<file path="src/rtl/mult_pkg.sv">
// Shared definitions for the pipelined array multiplier: row generation and
// configuration checking used by every stage.
package mult_pkg;

    localparam int MULT_MAX_WIDTH = 32;
    localparam int MULT_ROW_W     = 2 * MULT_MAX_WIDTH;

    // Row = (a_bit ? extended b : 0) << idx, reduced modulo 2^(2*width).
    function automatic logic [MULT_ROW_W-1:0] mult_row(
        input logic                      a_bit,
        input logic [MULT_MAX_WIDTH-1:0] b,
        input int                        idx,
        input logic                      is_signed,
        input int                        width
    );
        logic [MULT_ROW_W-1:0]     ext;
        logic [MULT_ROW_W-1:0]     mask;
        logic [MULT_MAX_WIDTH-1:0] bTop;
        mask = (MULT_ROW_W'(1) << (2 * width)) - MULT_ROW_W'(1);
        ext  = {{MULT_MAX_WIDTH{1'b0}}, b};
        bTop = b >> (width - 1);
        if (is_signed && bTop[0]) begin
            ext = ext | ~((MULT_ROW_W'(1) << width) - MULT_ROW_W'(1));
        end
        ext = ext & mask;
        if (a_bit) begin
            mult_row = (ext << idx) & mask;
        end else begin
            mult_row = '0;
        end
    endfunction

    function automatic bit mult_cfg_ok(input int width, input int rows);
        return (width >= 2) && (width <= MULT_MAX_WIDTH) &&
               (rows >= 1) && (rows <= width) && ((width % rows) == 0);
    endfunction

endpackage

</file>
<file path="src/rtl/array_mult_stage.sv">
// One registered pipeline stage: adds ROWS_PER_STAGE partial-product rows to
// the running sum and forwards operands, valid bit and signedness.
module array_mult_stage
    import mult_pkg::*;
#(
    parameter int WIDTH          = 8,
    parameter int ROWS_PER_STAGE = 1,
    parameter int STAGE_IDX      = 0
) (
    input  logic               clk,
    input  logic               rst_n,
    input  logic               adv_i,
    input  logic               valid_i,
    input  logic [WIDTH-1:0]   a_i,
    input  logic [WIDTH-1:0]   b_i,
    input  logic               signed_i,
    input  logic [2*WIDTH-1:0] sum_i,
    output logic               valid_o,
    output logic [WIDTH-1:0]   a_o,
    output logic [WIDTH-1:0]   b_o,
    output logic               signed_o,
    output logic [2*WIDTH-1:0] sum_o
);

    logic               valid_q;
    logic [WIDTH-1:0]   a_q;
    logic [WIDTH-1:0]   b_q;
    logic               signed_q;
    logic [2*WIDTH-1:0] sum_q;
    logic [2*WIDTH-1:0] sum_d;

    // The top row carries negative weight in two's complement, so it is subtracted.
    always_comb begin
        sum_d = sum_i;
        for (int r = 0; r < ROWS_PER_STAGE; r++) begin
            if (signed_i && (STAGE_IDX * ROWS_PER_STAGE + r == WIDTH - 1)) begin
                sum_d = sum_d - (2*WIDTH)'(mult_row(1'(a_i >> (STAGE_IDX * ROWS_PER_STAGE + r)),
                                                    MULT_MAX_WIDTH'(b_i),
                                                    STAGE_IDX * ROWS_PER_STAGE + r,
                                                    signed_i, WIDTH));
            end else begin
                sum_d = sum_d + (2*WIDTH)'(mult_row(1'(a_i >> (STAGE_IDX * ROWS_PER_STAGE + r)),
                                                    MULT_MAX_WIDTH'(b_i),
                                                    STAGE_IDX * ROWS_PER_STAGE + r,
                                                    signed_i, WIDTH));
            end
        end
    end

    always_ff @(posedge clk or negedge rst_n) begin
        if (!rst_n) begin
            valid_q  <= 1'b0;
            a_q      <= '0;
            b_q      <= '0;
            signed_q <= 1'b0;
            sum_q    <= '0;
        end else if (adv_i) begin
            valid_q  <= valid_i;
            a_q      <= a_i;
            b_q      <= b_i;
            signed_q <= signed_i;
            sum_q    <= sum_d;
        end
    end

    assign valid_o  = valid_q;
    assign a_o      = a_q;
    assign b_o      = b_q;
    assign signed_o = signed_q;
    assign sum_o    = sum_q;

endmodule

</file>
<file path="src/rtl/pipelined_array_multiplier.sv">
// Pipelined signed/unsigned array multiplier with valid/ready handshakes; the
// whole pipeline advances together and stalls when the output is blocked.
module pipelined_array_multiplier
    import mult_pkg::*;
#(
    parameter int WIDTH          = 8,
    parameter int ROWS_PER_STAGE = 1
) (
    input  logic               clk,
    input  logic               rst_n,
    input  logic               in_valid,
    output logic               in_ready,
    input  logic [WIDTH-1:0]   in_a,
    input  logic [WIDTH-1:0]   in_b,
    input  logic               in_signed,
    output logic               out_valid,
    input  logic               out_ready,
    output logic [2*WIDTH-1:0] out_p
);

    localparam int S = WIDTH / ROWS_PER_STAGE;

    if (!mult_cfg_ok(WIDTH, ROWS_PER_STAGE)) begin : gCfgCheck
        $error("pipelined_array_multiplier: WIDTH must be 2..%0d and a multiple of ROWS_PER_STAGE",
               MULT_MAX_WIDTH);
    end

    logic               adv;
    logic               validChain  [S+1];
    logic [WIDTH-1:0]   aChain      [S+1];
    logic [WIDTH-1:0]   bChain      [S+1];
    logic               signedChain [S+1];
    logic [2*WIDTH-1:0] sumChain    [S+1];

    // A single global enable keeps in_ready free of any in_valid dependency.
    assign adv      = !out_valid || out_ready;
    assign in_ready = adv;

    assign validChain[0]  = in_valid && adv;
    assign aChain[0]      = in_a;
    assign bChain[0]      = in_b;
    assign signedChain[0] = in_signed;
    assign sumChain[0]    = '0;

    for (genvar k = 0; k < S; k++) begin : gStage
        array_mult_stage #(
            .WIDTH          (WIDTH),
            .ROWS_PER_STAGE (ROWS_PER_STAGE),
            .STAGE_IDX      (k)
        ) uStage (
            .clk      (clk),
            .rst_n    (rst_n),
            .adv_i    (adv),
            .valid_i  (validChain[k]),
            .a_i      (aChain[k]),
            .b_i      (bChain[k]),
            .signed_i (signedChain[k]),
            .sum_i    (sumChain[k]),
            .valid_o  (validChain[k+1]),
            .a_o      (aChain[k+1]),
            .b_o      (bChain[k+1]),
            .signed_o (signedChain[k+1]),
            .sum_o    (sumChain[k+1])
        );
    end

    assign out_valid = validChain[S];
    assign out_p     = sumChain[S];

endmodule

</file>
<file path="config.mk">
export PLATFORM = sky130hd
export DESIGN_NAME = pipelined_array_multiplier
export DESIGN_NICKNAME = d
export VERILOG_FILES = /design/src/rtl/mult_pkg.sv /design/src/rtl/array_mult_stage.sv /design/src/rtl/pipelined_array_multiplier.sv
export SDC_FILE = /design/constraint.sdc
export NUM_CORES = 1
export LEC_CHECK = 0
export CAP_MARGIN = 10
export CORE_MARGIN = 3
export CORE_UTILIZATION = 50
export DETAILED_ROUTE_END_ITERATION = 6
export GPL_TIMING_DRIVEN = 0
export HOLD_SLACK_MARGIN = 0.03
export MAX_ROUTING_LAYER = met4
export PLACE_DENSITY = 0.67
export SLEW_MARGIN = 20
export SYNTH_ARGS = -nofsm -noshare
export SYNTH_HDL_FRONTEND = slang
export SYNTH_SLANG_ARGS = --single-unit
</file>
<file path="constraint.sdc">
create_clock -name clk -period 3.9 [get_ports clk]
set_clock_uncertainty 0.2 [all_clocks]
set_input_delay 0.78 -clock clk [delete_from_list [all_inputs] [get_ports clk]]
set_output_delay 0.78 -clock clk [all_outputs]
set_load 0.02 [all_outputs]
</file>
==> results of run 1 <==
## per-stage QoR
| stage | setup WS [ns] | utilization (%) | instances | TNS, ns |
|---|---|---|---|---|
| floorplan | 0.847 | - | 1322 | 0 |
| global placement | -7.64 | 54.2 | 1644 | -1674.86 |
| detailed placement | -0.475 | 54.4 | 1646 | -0.475 |
| CTS | 0.0680 | 58.0 | 1689 | 0 |
| global route | 0.0355 | 58.0 | 1689 | 0 |
| finish | 0.129 | 58.0 | 1689 | 0 |
## worst reg2reg max path, cell delays in order (launching register included)
cell	delay (ns)
dfrtp_1	0.38
clkbuf_1	0.34
nand2_1	0.17
ha_1	0.27
nor2_2	0.24
nor2_1	0.07
o21ai_0	0.10
o211ai_1	0.17
ha_1	0.37
a21oi_1	0.16
nor2b_1	0.07
a311oi_2	0.38
o21ai_1	0.15
xnor2_1	0.28
o21ai_1	0.10
## cell usage in the layout, fill, tap and decap left out, types with 5 or more instances in the layout
cell,Yosys,final
nand2b_1,6,6
o31ai_1,5,5
o211ai_1,7,7
o21ai_1,13,13
nor3_1,10,10
a21o_1,20,20
clkbuf_16,0,25
nor2_1,65,64
o21a_1,12,12
o21ai_0,50,50
xnor2_1,38,38
dfrtp_1,220,220
a21oi_1,65,65
o21bai_1,11,11
a31oi_1,11,11
and2_1,48,48
nor3b_1,5,5
xor2_1,27,27
clkbuf_8,0,9
nand2_1,486,486
clkbuf_1,33,36
a211oi_1,6,6
buf_2,18,19
clkdlybuf4s50_1,0,36
and3_1,8,8
nand3_1,15,15
ha_1,73,73
inv_1,16,16
fa_1,6,6
## worst max path at each step
stage                            startpoint                         end  slack, ns  cells after the start
CTS                 gStage[6].uStage.a_o[7]  gStage[7].uStage.sum_o[15]       0.07                     12
global route        gStage[6].uStage.a_o[7]  gStage[7].uStage.sum_o[15]       0.04                     12
finish                            out_ready                    in_ready       0.13                      5
global placement                      rst_n   gStage[0].uStage.sum_o[0]      -7.64                      1
floorplan           gStage[6].uStage.a_o[7]  gStage[7].uStage.sum_o[15]       0.85                     12
detailed placement                out_ready                    in_ready      -0.48                      6
## registers in the layout, summed over array words and instances, names as in the netlist
name                    flops
gStage.uStage.signed_o      7
gStage.uStage.b_o          56
gStage.uStage.a_o          28
gStage.uStage.valid_o       8
gStage.uStage.sum_o       121
## area by class of cell
cell class,count,area [um2]
Tap cell,285,357
Inverter,16,60.1
Timing Repair Buffer,39,430
Buffer,50,211
Fill cell,2121,9540
Multi-Input combinational cell,1035,5810
Clock inverter,5,30.0
Sequential cell,220,5510
Clock buffer,39,768
## routing by layer
metal	routed length [um]	track usage, %
met1	12500	30.8
met2	13600	39.4
met3	759	2.46
met4	882	6.88
met5	0	-
## timing repair
action / 4_1_cts / 5_1_grt
resized for setup: 1 / 3
setup endpoints to repair: 1 / 2
hold endpoints to repair: 0 / 0
buffers inserted: 0 / 0
## power by group through the flow
stage                     registers (mW)  logic [mW]  clock network, mW
after floorplan                     4.00        3.84                  0
after global placement              4.11        5.11                  0
after detailed placement            4.14        5.24                  0
after CTS                           4.11        5.28               2.30
after global routing                4.24        6.03               2.39
final                               4.10        5.26               2.25
## cells by family after synthesis
group                      count (synthesis)
AOI/OAI and AO/OA                        224
xor gates and xnor gates                  65
adders and majority gates                 79
buffers and inverters                     67
DFF                                      220
muxes                                      5
and+or+nand+nor                          662
==> metrics.yaml, run 1 <==
hold_path.class: "in -> async"
cts_sinks: 220
timing.critical_path.fanout_max: 19
drive_gt1_share_pct: 5.06
routed_wirelength_mm: 27.7
crit_path_frequent_cell: "clkdlybuf4s50_1"
worst_reg2reg_path_startpoint: "gStage[6].uStage.a_o[7]"
cp_cell_sequence: "clkdlybuf4s50_1, nor2b_1, inv_1, buf_2, clkdlybuf4s50_1"
power_leakage_nw: 6.63
max_freq_mhz: 265
num_rows: 55
synth.most_common_cell: "nand2_1"
clkPwrFrac_pct: 19.4
ios: 39
grt_max_degree: 84
routed_via_density: 5.36
report.final.setup_viol: 0
synth-edff-count: 0
synth-main-ff-cell: "dfrtp_1"
dp_hpwl_mm: 20.0
cts.htree.levels: 1
synth.cell_area_mm2: 0.0116
final_design_area_no_fill_mm2: 0.0132
post_synth_adder_cell_area_pct: 8.93
yosys-mux-area-fraction_pct: 0.465
crit_family: "buffers and inverters"
synth.distinct_cells: 57
part_of_the_yosys_area_used_for_sequential_elements_pct: 47.6
synthCells: 1322
outcome: "finished, final reports clean"
drt_first_pass_iters: 5
detail_route.drc_violations: 0
clock_tree.root_cell: "clkbuf_16"
postRouteAntennaNets: 0
groute.usage.overall_pct: 23.6
netlist.top_cell.by_area: "dfrtp_1"
synth_top_area_share_pct: 47.6
post_drt_wl_per_cell_um: 16.4
intPower_mw: 6.91
slew_viols_final: 0
power.total_mw: 11.6
clock_latency_ns: 0.51
tritoncts: "yes"
worst_max_slew_pin_slew_ns: 0.847
worst_setup_path_end_kind: "output pin"
kind_of_critical_path: "in -> out"
clock_transition_at_path_regs_ns: 0.06
cp.required_ns: 2.92
yosys_warnings: 0
power_per_cell_area_mw_per_mm2: 882
mapped_nets: 1422
diodes: 0
synth-simple-area-share_pct: 23.9
final_min_period_over_clock_period_pct: 96.7
report.final.hold_viol_count: 0
period_minus_slack_ns: 3.77
grt_first_pass_wirelength_mm: 45.8
synth.area.top_cells: "dfrtp_1 48%, nand2_1 16%, ha_1 7.9%"
crit_arrival_ns: 2.79
fin_nets: 1486
route.vias.total: 9058
die_area_mm2: 0.0250
floorplan.core_area_mm2: 0.0227
switching_power_mw: 4.71
floorplan.die.width_um: 158
timing.reg2reg.setup_slack_ns: 0.33
detailedRoute.firstIterationViolations: 509
comb_pwr_share_pct: 45.3
slew-limit-headroom_pct: 43.5
synth_compound_gate_area_share_pct: 11.9
peakVddDrop_uv: 335
p_seq_share_pct: 35.3
critical-path-slowest-cell: "clkdlybuf4s50_1"
place_congestion: 0.862
dpl-instance-area_mm2: 0.0124
numCtsBuffers: 24
reg2reg_to: "gStage[7].uStage.sum_o[15]"
first_global_vias: 9024
floorplan.initialDensity_pct: 51.0
r2r.worst_path.cells: 14
holdBufCountCts: 0
synth_xor_xnor_area_share_pct: 4.92
grt_setup_unrepaired: "no"
placement.io_buffers: 37
synth_top_family_by_area: "simple AND/OR/NAND/NOR gates"
syn-mean-instance-area_um2: 8.76
timing.critical_path.buf_inv: 4
globalRouteOverflowTotal: 0
max_stage_delay_ns: 0.70
synth_commonest_cells: "486 x nand2_1, 220 x dfrtp_1, 73 x ha_1"
ys_ff_latch: 220
die_h_um: 158
drv.max_cap_violation_count: 0
flow.area_growth_from_synthesis_pct: 13.7
worst_hold_slack_ns: 0.00410
swShare_pct: 40.5
synthArstFlopShare_pct: 100
critPathLaunchType: "input port"
clockBufferDepth: 3
antenna_violations_before_repair: 0
(Power assumes the default switching activity.)
==> run 2: changes to the inputs <==
--- a/config.mk
+++ b/config.mk
@@ -5,12 +5,12 @@
 export SDC_FILE = /design/constraint.sdc
 export NUM_CORES = 1
 export LEC_CHECK = 0
-export CAP_MARGIN = 10
+export CAP_MARGIN = 15
 export CORE_MARGIN = 3
 export CORE_UTILIZATION = 50
 export DETAILED_ROUTE_END_ITERATION = 6
 export GPL_TIMING_DRIVEN = 0
-export HOLD_SLACK_MARGIN = 0.03
+export HOLD_SLACK_MARGIN = 0.1
 export MAX_ROUTING_LAYER = met4
 export PLACE_DENSITY = 0.67
 export SLEW_MARGIN = 20
==> run 2 against run 1 <==
  * Power barely moved
  * Die area is the same
  * Largest power group unchanged
  * Via count decreased by 0.50%
  * Worst setup slack improved by 0.0094 ns
  * Cell count barely moved
  * Sequential power about the same
  * First-iteration DRC count up 12%
  * Sequential share of layout area about the same
  * Count of clock-buffer cells in the layout is the same
  * Critical path type unchanged
  * Fmax grew 0.25%
==> metrics.yaml, run 2 (same netlist as run 1, synthesis figures left out) <==
postLayoutSetupSlackWorst_ns: 0.138  # +0.00937 ns
antenna_violations_before_repair: 0  # unchanged
multiInputGateArea_mm2: 0.00581  # unchanged
fin_nets: 1487  # +0.067%
final_min_period_over_clock_period_pct: 96.5  # -0.24 points
final_design_area_no_fill_mm2: 0.0132  # about the same
routed_wirelength_mm: 27.7  # about the same
min_delay_path_depth: 2
cts.htree.levels: 1  # unchanged
max_stage_delay_ns: 0.69  # about the same
power_leakage_nw: 6.63  # about the same
detail_route.drc_violations: 0  # unchanged
final.fill_count: 2120  # -0.047%
flow.area_growth_from_synthesis_pct: 13.8  # about the same
ios: 39  # unchanged
seq_area_mm2: 0.00551  # unchanged
num_rows: 55  # unchanged
clock_latency_ns: 0.51  # about the same
min_to: "gStage[7].uStage.sum_o[0]"
critPathLaunchType: "input port"
tritoncts: "yes"
grt_max_degree: 84  # unchanged
largest_register_ff_count: 121  # unchanged
kind_of_critical_path: "in -> out"
hp-start: "gStage[7].uStage.sum_o[0]"
post_drt_wl_per_cell_um: 16.4  # -0.10%
most-common-layout-cells: "486 x nand2_1, 220 x dfrtp_1, 73 x ha_1"
grt_setup_unrepaired: "no"
clock_transition_at_path_regs_ns: 0.06  # about the same
final-instance-count-excl-fill: 1690  # +0.059%
detailedRoute.firstIterationViolations: 570  # +12%
diodes: 0  # unchanged
first_global_vias: 9024  # unchanged
floorplan.die.width_um: 158  # unchanged
routed_via_density: 5.33  # -0.56%
worst_reg2reg_path_startpoint: "gStage[6].uStage.a_o[7]"
clockBufferDepth: 3  # unchanged
crit_arrival_ns: 2.78  # about the same
slew_viols_final: 0  # unchanged
cp.required_ns: 2.92  # about the same
cts_sinks: 220  # unchanged
layout_commonest_cell: "nand2_1"
groute.usage.overall_pct: 23.6  # unchanged
timing.critical_path.fanout_max: 19  # unchanged
max_freq_mhz: 266  # +0.25%
hold_path.class: "reg -> reg"
slew-limit-headroom_pct: 41.6  # -1.9 points
drt_first_pass_iters: 5  # unchanged
period_minus_slack_ns: 3.76  # -0.00937 ns
preCtsSetupSlack_ns: -0.475  # unchanged
postRouteAntennaNets: 0  # unchanged
numCtsBuffers: 24  # unchanged
floorplan.initialDensity_pct: 51.0  # unchanged
report.final.setup_viol: 0  # unchanged
outcome: "finished, final reports clean"
critical-path-slowest-cell: "clkdlybuf4s50_1"
dpl-instance-area_mm2: 0.0124  # unchanged
clock_tree.root_cell: "clkbuf_16"
worst_max_slew_pin_slew_ns: 0.876  # +0.0286 ns
route.vias.total: 9013  # -0.50%
power_per_cell_area_mw_per_mm2: 881  # -0.12%
cp_cell_sequence: "clkdlybuf4s50_1, nor2b_1, inv_1, buf_2, clkdlybuf4s50_1"
power.total_mw: 11.6  # about the same
peakVddDrop_uv: 335  # +0.19%
timing.reg2reg.setup_slack_ns: 0.32  # about the same
grt_first_pass_wirelength_mm: 45.8  # unchanged
dp_hpwl_mm: 20.0  # unchanged
report.final.hold_viol_count: 0  # unchanged
globalRouteOverflowTotal: 0  # unchanged
drv.max_cap_violation_count: 0  # unchanged
crit_path_frequent_cell: "clkdlybuf4s50_1"
worst_setup_path_end_kind: "output pin"
die_h_um: 158  # unchanged
r2r.worst_path.cells: 14  # unchanged
die_area_mm2: 0.0250  # unchanged
floorplan.core_area_mm2: 0.0227  # unchanged
placement.io_buffers: 37  # unchanged
reg2reg_to: "gStage[7].uStage.sum_o[15]"
dp_cells: 1646  # unchanged
drive_gt1_share_pct: 5.05  # about the same
place_congestion: 0.862  # unchanged
## run 2: cell types whose count changed in the layout (fill, tap and decap cells not counted), sizes merged
cell,delta
dlygate4sd3,+1
## run 2: metal layers
layer | share of wire (%) | GRT usage [%] | vias up | routed length (um)
met4 | 3.1 | 6.88 | 0 | 871
met1 | 45 | 30.8 | 4288 | 12500
met5 | 0 | - | - | 0
met2 | 49 | 39.4 | 148 | 13600
met3 | 2.9 | 2.46 | 54 | 811
li1 | - | - | 4523 | -
## run 2: worst max-delay path by stage
stage	from	end	depth (start not counted)
2_1_floorplan	gStage[6].uStage.a_o[7]	gStage[7].uStage.sum_o[15]	12
3_3_place_gp	rst_n	gStage[0].uStage.sum_o[0]	1
3_5_place_dp	out_ready	in_ready	6
4_1_cts	gStage[6].uStage.a_o[7]	gStage[7].uStage.sum_o[15]	12
5_1_grt	gStage[6].uStage.a_o[7]	gStage[7].uStage.sum_o[15]	12
6_report	out_ready	in_ready	5
## run 2: critical path: cells and delay by family
kind                   cells  cell delay (ns)
AND/OR/NAND/NOR            1             0.09
buffers and inverters      4             1.91
## run 2: layout make-up
class                   instances  area share [%]
clock inverters                 5           0.228
repair buffers                 40            3.34
clock buffers                  39            5.83
flip-flops and latches        220            41.8
plain buffers                  50            1.60
inverters                      16           0.456
multi-input cells            1035            44.1
well taps                     285            2.71
## run 2: power breakdown
group / switching, mW / total [mW] / internal, mW
Sequential: 0.741 / 4.09 / 3.35
Combinational: 3.05 / 5.26 / 2.21
Clock: 0.911 / 2.25 / 1.34
## run 2: what timing repair did
item                       4_1_cts  5_1_grt
setup endpoints to repair        1        2
hold buffers                     1        0
hold endpoints to repair        66        0
gates resized for setup          1        3
setup buffers                    0        0
## run 2: stage by stage
step	util, %	setup TNS (ns)	hold WS, ns
3_3_place_gp	54.2	-1674.86	0.249
4_1_cts	58.0	0	0.268
5_1_grt	58.0	0	0.278
2_1_floorplan	-	0	0.230
6_report	58.0	0	0.264
3_5_place_dp	54.4	-0.475	0.255
